--- config.mk ---
export PLATFORM = sky130hd
export DESIGN_NAME = axi_stream_remove_header
export DESIGN_NICKNAME = d
export VERILOG_FILES = /design/src/rtl/axi_stream_hdr_pkg.sv /design/src/rtl/axis_byte_merge.sv /design/src/rtl/axi_stream_remove_header.sv
export SDC_FILE = /design/constraint.sdc
export NUM_CORES = 1
export LEC_CHECK = 0
export CORE_UTILIZATION = 47
export DETAILED_ROUTE_END_ITERATION = 10
export PLACE_DENSITY = 0.78
export SYNTH_ARGS = -nofsm -noshare
export SYNTH_HDL_FRONTEND = slang
export SYNTH_SLANG_ARGS = --single-unit
export TNS_END_PERCENT = 30
--- constraint.sdc ---
create_clock -name clk -period 3.7 [get_ports clk]
set_input_delay 1.11 -clock clk [delete_from_list [all_inputs] [get_ports clk]]
set_output_delay 1.11 -clock clk [all_outputs]
set_load 0.02 [all_outputs]
--- src/rtl/axi_stream_hdr_pkg.sv ---
// Shared types and helpers for the AXI-Stream header insert/remove blocks.
// State encodings plus keep-vector decoding used by both directions.
package axi_stream_hdr_pkg;

    typedef enum logic [1:0] {
        IDLE,
        FIRST,
        STREAM,
        TAIL
    } hdr_state_e;

    localparam int MAX_BYTES = 64;

    // Length of the MSB-contiguous run of ones within the low nb bits.
    function automatic int keep_run(
        input logic [MAX_BYTES-1:0] keep,
        input int                   nb
    );
        int   n;
        logic run;
        n   = 0;
        run = 1'b1;
        for (int i = MAX_BYTES - 1; i >= 0; i--) begin
            if (i < nb) begin
                if (run && keep[i]) n++;
                else run = 1'b0;
            end
        end
        return n;
    endfunction

endpackage

--- src/rtl/axis_byte_merge.sv ---
// Byte re-packing datapath: joins the left-aligned residue with a new beat
// shifted right by the residue length, and returns the bytes that spill over.
module axis_byte_merge
    import axi_stream_hdr_pkg::*;
#(
    parameter int DATA_WD = 32,
    parameter int CNT_WD  = 3
) (
    input  logic [DATA_WD-1:0] residue,
    input  logic [DATA_WD-1:0] data_in,
    input  logic [CNT_WD-1:0]  r_cnt,
    output logic [DATA_WD-1:0] merged,
    output logic [DATA_WD-1:0] leftover
);

    localparam int NB = DATA_WD / 8;

    logic [CNT_WD-1:0] h_cnt;

    // A shift by the full bus width yields zero, which covers r_cnt == 0.
    always_comb begin
        h_cnt    = CNT_WD'(NB) - r_cnt;
        merged   = residue | (data_in >> {r_cnt, 3'b000});
        leftover = data_in << {h_cnt, 3'b000};
    end

endmodule

--- src/rtl/axi_stream_remove_header.sv ---
// Strips a per-packet header of 1..DATA_BYTE_WD bytes from an AXI-Stream
// and re-packs the remaining payload into full, MSB-first beats.
module axi_stream_remove_header
    import axi_stream_hdr_pkg::*;
#(
    parameter int DATA_WD      = 32,
    parameter int DATA_BYTE_WD = DATA_WD / 8,
    parameter int BYTE_CNT_WD  = $clog2(DATA_BYTE_WD)
) (
    input  logic                    clk,
    input  logic                    rst,
    input  logic                    valid_in,
    input  logic [DATA_WD-1:0]      data_in,
    input  logic [DATA_BYTE_WD-1:0] keep_in,
    input  logic                    last_in,
    output logic                    ready_in,
    output logic                    valid_out,
    output logic [DATA_WD-1:0]      data_out,
    output logic [DATA_BYTE_WD-1:0] keep_out,
    output logic                    last_out,
    input  logic                    ready_out,
    input  logic                    valid_remove,
    input  logic [BYTE_CNT_WD-1:0]  byte_remove_cnt,
    output logic                    ready_remove
);

    localparam int CW = BYTE_CNT_WD + 1;
    localparam int NB = DATA_BYTE_WD;

    typedef logic [CW-1:0] cnt_t;

    localparam cnt_t NB_C = cnt_t'(NB);

    function automatic logic [NB-1:0] top_mask(input cnt_t n);
        return ~({NB{1'b1}} >> n);
    endfunction

    hdr_state_e          state_q, state_d;
    cnt_t                r_q, r_d;
    logic [DATA_WD-1:0]  residue_q, residue_d;
    logic                valid_q, valid_d;
    logic [DATA_WD-1:0]  data_q, data_d;
    logic [NB-1:0]       keep_q, keep_d;
    logic                last_q, last_d;

    cnt_t                k_cnt;
    cnt_t                sum;
    logic [NB-1:0]       k_mask;
    logic [DATA_WD-1:0]  data_m;
    logic [DATA_WD-1:0]  merged;
    logic [DATA_WD-1:0]  leftover;
    logic                out_free;

    // Bytes past the valid run of a last beat are zeroed before merging.
    always_comb begin
        k_cnt = NB_C;
        if (last_in) k_cnt = cnt_t'(keep_run(MAX_BYTES'(keep_in), NB));
        k_mask = top_mask(k_cnt);
        for (int i = 0; i < NB; i++) begin
            data_m[8*i +: 8] = data_in[8*i +: 8] & {8{k_mask[i]}};
        end
        sum      = r_q + k_cnt;
        out_free = !valid_q || ready_out;
    end

    axis_byte_merge #(
        .DATA_WD (DATA_WD),
        .CNT_WD  (CW)
    ) u_merge (
        .residue  (residue_q),
        .data_in  (data_m),
        .r_cnt    (r_q),
        .merged   (merged),
        .leftover (leftover)
    );

    always_comb begin
        state_d      = state_q;
        r_d          = r_q;
        residue_d    = residue_q;
        valid_d      = valid_q && !ready_out;
        data_d       = data_q;
        keep_d       = keep_q;
        last_d       = last_q;
        ready_in     = 1'b0;
        ready_remove = 1'b0;
        unique case (state_q)
            IDLE: begin
                ready_remove = 1'b1;
                if (valid_remove) begin
                    r_d     = NB_C - cnt_t'(byte_remove_cnt) - cnt_t'(1);
                    state_d = FIRST;
                end
            end
            FIRST: begin
                ready_in = out_free;
                if (valid_in && out_free) begin
                    residue_d = leftover;
                    if (!last_in) begin
                        state_d = STREAM;
                    end else if (sum > NB_C) begin
                        r_d     = sum - NB_C;
                        state_d = TAIL;
                    end else begin
                        state_d = IDLE;
                    end
                end
            end
            STREAM: begin
                ready_in = out_free;
                if (valid_in && out_free) begin
                    valid_d   = 1'b1;
                    data_d    = merged;
                    residue_d = leftover;
                    keep_d    = '1;
                    last_d    = 1'b0;
                    if (last_in) begin
                        if (sum > NB_C) begin
                            r_d     = sum - NB_C;
                            state_d = TAIL;
                        end else begin
                            keep_d  = top_mask(sum);
                            last_d  = 1'b1;
                            state_d = IDLE;
                        end
                    end
                end
            end
            TAIL: begin
                if (out_free) begin
                    valid_d = 1'b1;
                    data_d  = residue_q;
                    keep_d  = top_mask(r_q);
                    last_d  = 1'b1;
                    state_d = IDLE;
                end
            end
            default: state_d = IDLE;
        endcase
    end

    always_ff @(posedge clk) begin
        if (rst) begin
            state_q   <= IDLE;
            r_q       <= '0;
            residue_q <= '0;
            valid_q   <= 1'b0;
            data_q    <= '0;
            keep_q    <= '0;
            last_q    <= 1'b0;
        end else begin
            state_q   <= state_d;
            r_q       <= r_d;
            residue_q <= residue_d;
            valid_q   <= valid_d;
            data_q    <= data_d;
            keep_q    <= keep_d;
            last_q    <= last_d;
        end
    end

    assign valid_out = valid_q;
    assign data_out  = data_q;
    assign keep_out  = keep_q;
    assign last_out  = last_q;

endmodule

==> out/qor.txt, run 1 <==
largest vdd supply drop = 0.2161 mV
CP Buf/Inv Count = 2
# DRC = 0
DR vias/cell = 6.500
CTS tree = yes
worst reg2reg path depth = 6
sequential-to-total area share from yosys stat = 35.47%
multi-input logic area = 2591 um^2
worst reg2reg endpoint = data_out[28]
FMAX = 0.2782 GHz
Max Slew Vio Count = 0
Initial Util = 48.54%
# H-tree levels = 3
main flop type after synthesis = dfxtp_1
DIE HEIGHT = 96.90 um
clk buf depth = 2
DRT antenna net count = 0
unrepaired setup endpoints after global routing = no
synth top area cells = dfxtp_1, nor2_1, a211oi_1, nand2_1, and3_1
syn_area_per_cell = 8.093 um^2
Die ar. = 9390 um^2
worst hold margin = 0.4626 ns
Reg power frac = 40.7%
layout cells sized above 1 = 12.46%
synthesis-to-finish area growth = 31.63%
top cell type by total area after synthesis = dfxtp_1
r2r setup slk = 1.05 ns
io pins = 84
PortBufs = 83
outcome = complete, no violations
vias in the first global route = 4,487
CP arrival = 2.49 ns
Post-Synthesis Cells = 523
Hold Buf Count CTS = 0
internal power = 0.001406 W
CP max FO = 2
Worst setup EP type = output port
Psw = 0.0006541 W
Leak Pwr = 2.069 nW
post-synthesis cell area = 4233 um^2
Gate power share = 25.6%
number of flops mapped to enable cells by yosys = 0
RR Startpoint = state_q[1]
antenna violations before repair = 0
Critical Path Most Common Cell = clkdlybuf4s50_1
Placed Cells = 711
power density over the cells = 369.8 nW/um^2
via count = 4,719
Slowest-stage cell, CP = clkdlybuf4s50_1
Seq. cell area = 1501 um^2
family with the most delay on the worst path = buffers and inverters
clk slew on worst S/H paths = 0.08 ns
clock sink total = 75
Final setup viols = 0
Die Wd = 96.90 um
layout filler cell count = 751
Min Clock Period, post-route = 3.595 ns
Synth top area share = 35.47%
drt first pass iters = 6
CP required = 2.59 ns
Crit path depth = 4
core area = 8721 um^2
clk_skew = 0.005990 ns
Least-Margin Pin Slew = 0.9454 ns
CP Capture Point = ready_in
TritonCTS Buffers = 9
DPL Wire Length = 10.29 mm
asr flop ratio synth = 0%
Final Hold Fails = 0
setup TNS = 0 ns
nature of the critical path startpoint = primary input
Setup CP Type = in2out
syn_nets = 577
Hold Startpoint = residue_q[23]
Worst Hold Class = reg2reg
clock power share = 33.7%
yosys warns = 0
synthesized flop and latch total = 75
WL/cell = 20.37 um
final period utilization = 97.17%
CTS root buffer = clkbuf_8
Slew headroom = 36.97%
initial DRC count = 380
CP cell instances = clkdlybuf4s50_1 -> nand2b_1 -> and2_1 -> clkdlybuf4s50_1
delay of the slowest critical-path stage = 0.61 ns
Yosys cell types = 62
GRT Total Usage = 30.85%
Total Wirelength = 14.79 mm
crit path from = ready_out
Final Net Count = 668
gpl congestion = 0.9866
n_diodes = 0
largest net degree at the start of global routing = 45
worst skew pair latency = 0.35 ns
GR Overflow Total = 0
non-filler cells, final = 726
first-pass GRT wire length = 23.07 mm
maxcap violations = 0
Final Util = 63.89%
sw frac = 31.75%
num rows = 34
worst min-delay path by stage:
stage                     depth (start not counted)  slack [ns]            end
final                                             2        0.46  residue_q[23]
after global routing                              2        0.48  residue_q[18]
after detailed placement                          2        0.44  residue_q[23]
after floorplan                                   2        0.42  residue_q[16]
after CTS                                         2        0.46  residue_q[17]
after global placement                            2        0.44  residue_q[19]
stage by stage:
stage | power [W] | setup WS (ns) | cell area (um^2)
floorplan | 0.001149 | 0.05137 | 4233
global placement | 0.001349 | -0.2946 | 5298
detailed placement | 0.001357 | -0.4457 | 5298
CTS | 0.002044 | 0.02856 | 5515
global route | 0.002134 | 0.04666 | 5572
finish | 0.002060 | 0.1048 | 5572
flip-flops by register name (all words and copies together) (netlist names):
signal,cells
valid_out,1
keep_out,4
r_q,3
last_out,1
state_q,2
residue_q,32
data_out,32
cell usage in the layout (no fill, tap or decap), types with 16 or more instances in the layout:
cell type and count:
a211oi_1 25, a21oi_1 24, a22oi_1 16, and3_1 28, buf_4 30, clkdlybuf4s50_1 78, dfxtp_1 75, nand2_1 50
nand3_1 25, nor2_1 66, o22ai_1 16, o31ai_1 17
kinds of logic after synthesis:
logic type / after synthesis / synth area share, %
compound gates: 138 / 22.82
flops: 75 / 35.47
fa+ha+maj: 10 / 3.133
simple gates: 238 / 30.12
buf+inv: 46 / 4.493
xor+xnor: 3 / 0.7983
mux: 13 / 3.163
power by group through the flow:
stage	logic, W	registers (W)	clock network, W
2_1_floorplan	0.000283	0.000866	0
3_3_place_gp	0.000492	0.000856	0
3_5_place_dp	0.000499	0.000857	0
4_1_cts	0.000503	0.000839	0.000703
5_1_grt	0.000559	0.000841	0.000734
6_report	0.000527	0.000839	0.000694
synthesized netlist by cell type, types with 3 or more instances:
master and number:
mux2_1 3, a2111oi_0 9, o21ai_1 7, mux2i_1 10
o31ai_1 17, a211oi_1 25, nor4_2 8, clkbuf_1 22
nor4_1 9, inv_1 9, nand2_1 50, and3_1 28
and4b_1 8, o21ai_0 5, nand2b_1 3, nor2_2 3
a22oi_1 16, buf_2 11, nand3b_1 3, nor2_1 67
nand3_1 25, dfxtp_1 75, nor3_1 10, a21oi_1 24
o22ai_1 16, nor3b_1 9, ha_1 9
worst reg2reg max path, delay by kind of cell, from the launching register on:
family	cells	cell delay, ns
AOI/OAI and AO/OA	1	0.44
adders and majority gates	1	0.48
and+or+nand+nor	4	1.20
DFF	1	0.38
final cells by class:
| type | count | share of cell area [%] |
|---|---|---|
| sequential | 75 | 26.95 |
| inverter | 11 | 0.7411 |
| clock buffer | 9 | 2.223 |
| timing repair buffer | 115 | 19.54 |
| clock inverter | 6 | 1.617 |
| tap | 108 | 2.425 |
| multi-input combinational | 402 | 46.51 |
per-layer routing:
metal | track usage [%] | wire, um | vias up
met5 | 0 | 0 | -
met4 | 17.45 | 529 | 0
met3 | 5.202 | 1681 | 49
met2 | 45.34 | 6501 | 345
met1 | 42.60 | 6079 | 2196
li1 | - | - | 2129
what timing repair did:
item                       CTS  global route
buffers inserted             0             0
gates resized for setup      3            13
pin swaps                    1             3
setup endpoints to repair    3             9
Note: power is estimated with default switching activity, not from simulation.
==> run 2, diff against run 1 <==
--- a/config.mk
+++ b/config.mk
@@ -5,6 +5,7 @@
 export SDC_FILE = /design/constraint.sdc
 export NUM_CORES = 1
 export LEC_CHECK = 0
+export CORE_MARGIN = 1.5
 export CORE_UTILIZATION = 47
 export DETAILED_ROUTE_END_ITERATION = 10
 export PLACE_DENSITY = 0.78
==> run 2 against run 1 <==
Against the previous run: the flow now finishes with violations (design-rule violations); non-clock buffer count is 5 higher; final cell count grew 0.69%; via count decreased by 1.6%; sequential power is essentially flat; count of clock-buffer cells in the layout rose by 1; global-route usage shrank 0.26 points; worst hold slack got worse by 0.0016 ns; largest cell class unchanged; largest power group unchanged; highest routed layer unchanged.
==> out/qor.txt, run 2 (synthesis gave the netlist of run 1 again) <==
RR Startpoint = r_q[0]
Final Net Count = 673 (+0.75%)
clk_skew = 0.01370 ns (+0.007712 ns)
Worst setup EP type = output port
GRT Total Usage = 30.59% (-0.26 points)
initial DRC count = 521 (+37%)
Hold Startpoint = keep_out[3]
# H-tree levels = 3 (unchanged)
worst skew pair latency = 0.35 ns (about the same)
CP arrival = 2.46 ns (-0.03 ns)
Place WS = -0.4305 ns (+0.01523 ns)
worst reg2reg endpoint = residue_q[0]
clock sink total = 75 (unchanged)
maxcap violations = 0 (unchanged)
Least-Margin Pin Slew = 0.8068 ns (-0.1387 ns)
post-CTS setup buffers = 0 (unchanged)
Max Slew Vio Count = 0 (unchanged)
delay of the slowest critical-path stage = 0.60 ns (about the same)
Placed Cells = 716 (+0.70%)
Slew headroom = 46.21% (+9.2 points)
PortBufs = 83 (unchanged)
Total Wirelength = 14.77 mm (-0.16%)
first-pass GRT wire length = 23.58 mm (+2.2%)
core area = 8721 um^2 (unchanged)
CTS tree = yes
non-filler cells, final = 731 (+0.69%)
DIE HEIGHT = 97.90 um (+1.0%)
Die Wd = 97.90 um (+1.0%)
CP cell instances = clkdlybuf4s50_1 -> nand2b_1 -> and2_1 -> clkdlybuf4s50_1
FMAX = 0.2801 GHz (+0.68%)
Worst Hold Endpoint = keep_out[3]
WL/cell = 20.20 um (-0.84%)
Final Hold Fails = 0 (unchanged)
Slowest-stage cell, CP = clkdlybuf4s50_1
drt first pass iters = 8 (+2)
Initial Util = 48.54% (unchanged)
r2r setup slk = 0.95 ns (-0.10 ns)
synthesis-to-finish area growth = 32.04%
largest vdd supply drop = 0.2423 mV (+12%)
DRT antenna net count = 0 (unchanged)
met3 Use GR = 8.590% (+3.4 points)
Hold Buf Count CTS = 0 (unchanged)
Die ar. = 9584 um^2 (+2.1%)
# DRC = 1 (+1)
vias in the first global route = 4,507 (+0.45%)
num rows = 34 (unchanged)
Hold Path Stages = 2 (unchanged)
Min Clock Period, post-route = 3.571 ns (-0.02438 ns)
gpl congestion = 0.9923 (+0.58%)
Critical Path Most Common Cell = clkdlybuf4s50_1
Leak Pwr = 2.076 nW (+0.32%)
power density over the cells = 370.9 nW/um^2 (+0.30%)
violated checks = design-rule violations
grt met2 use = 48.59% (+3.3 points)
antenna violations before repair = 0 (unchanged)
DR vias/cell = 6.354 (-2.2%)
layout filler cell count = 767 (+2.1%)
final period utilization = 96.51% (-0.66 points)
most frequent cells in the layout = clkdlybuf4s50_1, dfxtp_1, nor2_1
met1 Track Usage GR = 39.88% (-2.7 points)
clk buf depth = 2 (unchanged)
io pins = 84 (unchanged)
nature of the critical path startpoint = primary input
Final Total Pwr = 0.002073 W (+0.62%)
TritonCTS Buffers = 9 (unchanged)
largest net degree at the start of global routing = 36 (-20%)
layout cells sized above 1 = 13.32% (+0.86 points)
outcome = finished with violations
CP max FO = 2 (unchanged)
clk slew on worst S/H paths = 0.08 ns (about the same)
GRT Max-Usage Layer = met2
GR Overflow Total = 0 (unchanged)
CP required = 2.59 ns (about the same)
n_diodes = 0 (unchanged)
Setup CP Type = in2out
via count = 4,645 (-1.6%)
CTS root buffer = clkbuf_8
Worst Hold Class = reg2reg
Final setup viols = 0 (unchanged)
DPL Wire Length = 10.47 mm (+1.8%)
worst reg2reg path depth = 8 (+2)
most common cell after layout, fill and taps aside = clkdlybuf4s50_1
worst setup margin = 0.1292 ns (+0.02438 ns)
==> run 2: cell types whose count changed in the layout (fill, tap and decap cells not counted), sizes merged <==
cell / before / now
buf: 33 / 38
clkdlybuf4s50: 78 / 80
clkbuf: 9 / 10
dlygate4sd2: 1 / 0
dlymetal6s2s: 3 / 2
inv: 12 / 11
==> run 2: power breakdown <==
| part | total (W) | switching, W | internal [W] |
|---|---|---|---|
| Sequential | 0.000839 | 0.0000123 | 0.000826 |
| Combinational | 0.000528 | 0.000323 | 0.000205 |
| Clock | 0.000707 | 0.000314 | 0.000393 |
==> run 2: final cells by class <==
type / instances / area, um^2 / area share (%)
Clock buffer: 10 / 137.6 / 2.463
Inverter: 11 / 41.29 / 0.7388
Tap cell: 108 / 135.1 / 2.418
Timing Repair Buffer: 120 / 1109 / 19.83
Sequential cell: 75 / 1501 / 26.86
Clock inverter: 5 / 77.57 / 1.388
Multi-Input combinational cell: 402 / 2587 / 46.30
==> run 2: worst max-delay path by stage <==
| stage | start | end | slack, ns | depth (start not counted) |
|---|---|---|---|---|
| after floorplan | keep_in[3] | r_q[0] | 0.05 | 11 |
| after detailed placement | keep_in[3] | state_q[1] | -0.43 | 13 |
| after global placement | keep_in[2] | r_q[0] | -0.28 | 11 |
| after global routing | keep_in[1] | state_q[1] | -0.01 | 14 |
| final | ready_out | ready_in | 0.13 | 4 |
| after CTS | keep_in[3] | r_q[1] | 0.0007 | 11 |
==> run 2: metal layers <==
metal	share of wire [%]	wire length, um
met1	40	5945
met4	2.2	331
met3	11	1662
met2	46	6828
met5	0	0
==> run 2: what timing repair did <==
| item | CTS | global route |
|---|---|---|
| gates resized for setup | 3 | 10 |
| endpoints found under the setup margin | 5 | 8 |
| pin swaps | 0 | 3 |
==> run 2: stage by stage <==
| stage | utilization, % | TNS [ns] | cell area, um^2 | hold slack (ns) |
|---|---|---|---|---|
| 6_report | 64.09 | 0 | 5589 | 0.4610 |
| 5_1_grt | 64.09 | -0.01370 | 5589 | 0.4816 |
| 4_1_cts | 63.63 | 0 | 5549 | 0.4640 |
| 3_5_place_dp | 61.03 | -3.054 | 5323 | 0.4460 |
| 3_3_place_gp | 61.03 | -1.637 | 5323 | 0.4404 |
| 2_1_floorplan | - | 0 | 4233 | 0.4244 |
==> run 2: critical path: cells and delay by family <==
| family | cells | cell delay [ns] |
|---|---|---|
| AND/OR/NAND/NOR | 2 | 0.27 |
| buffers and inverters | 2 | 1.07 |
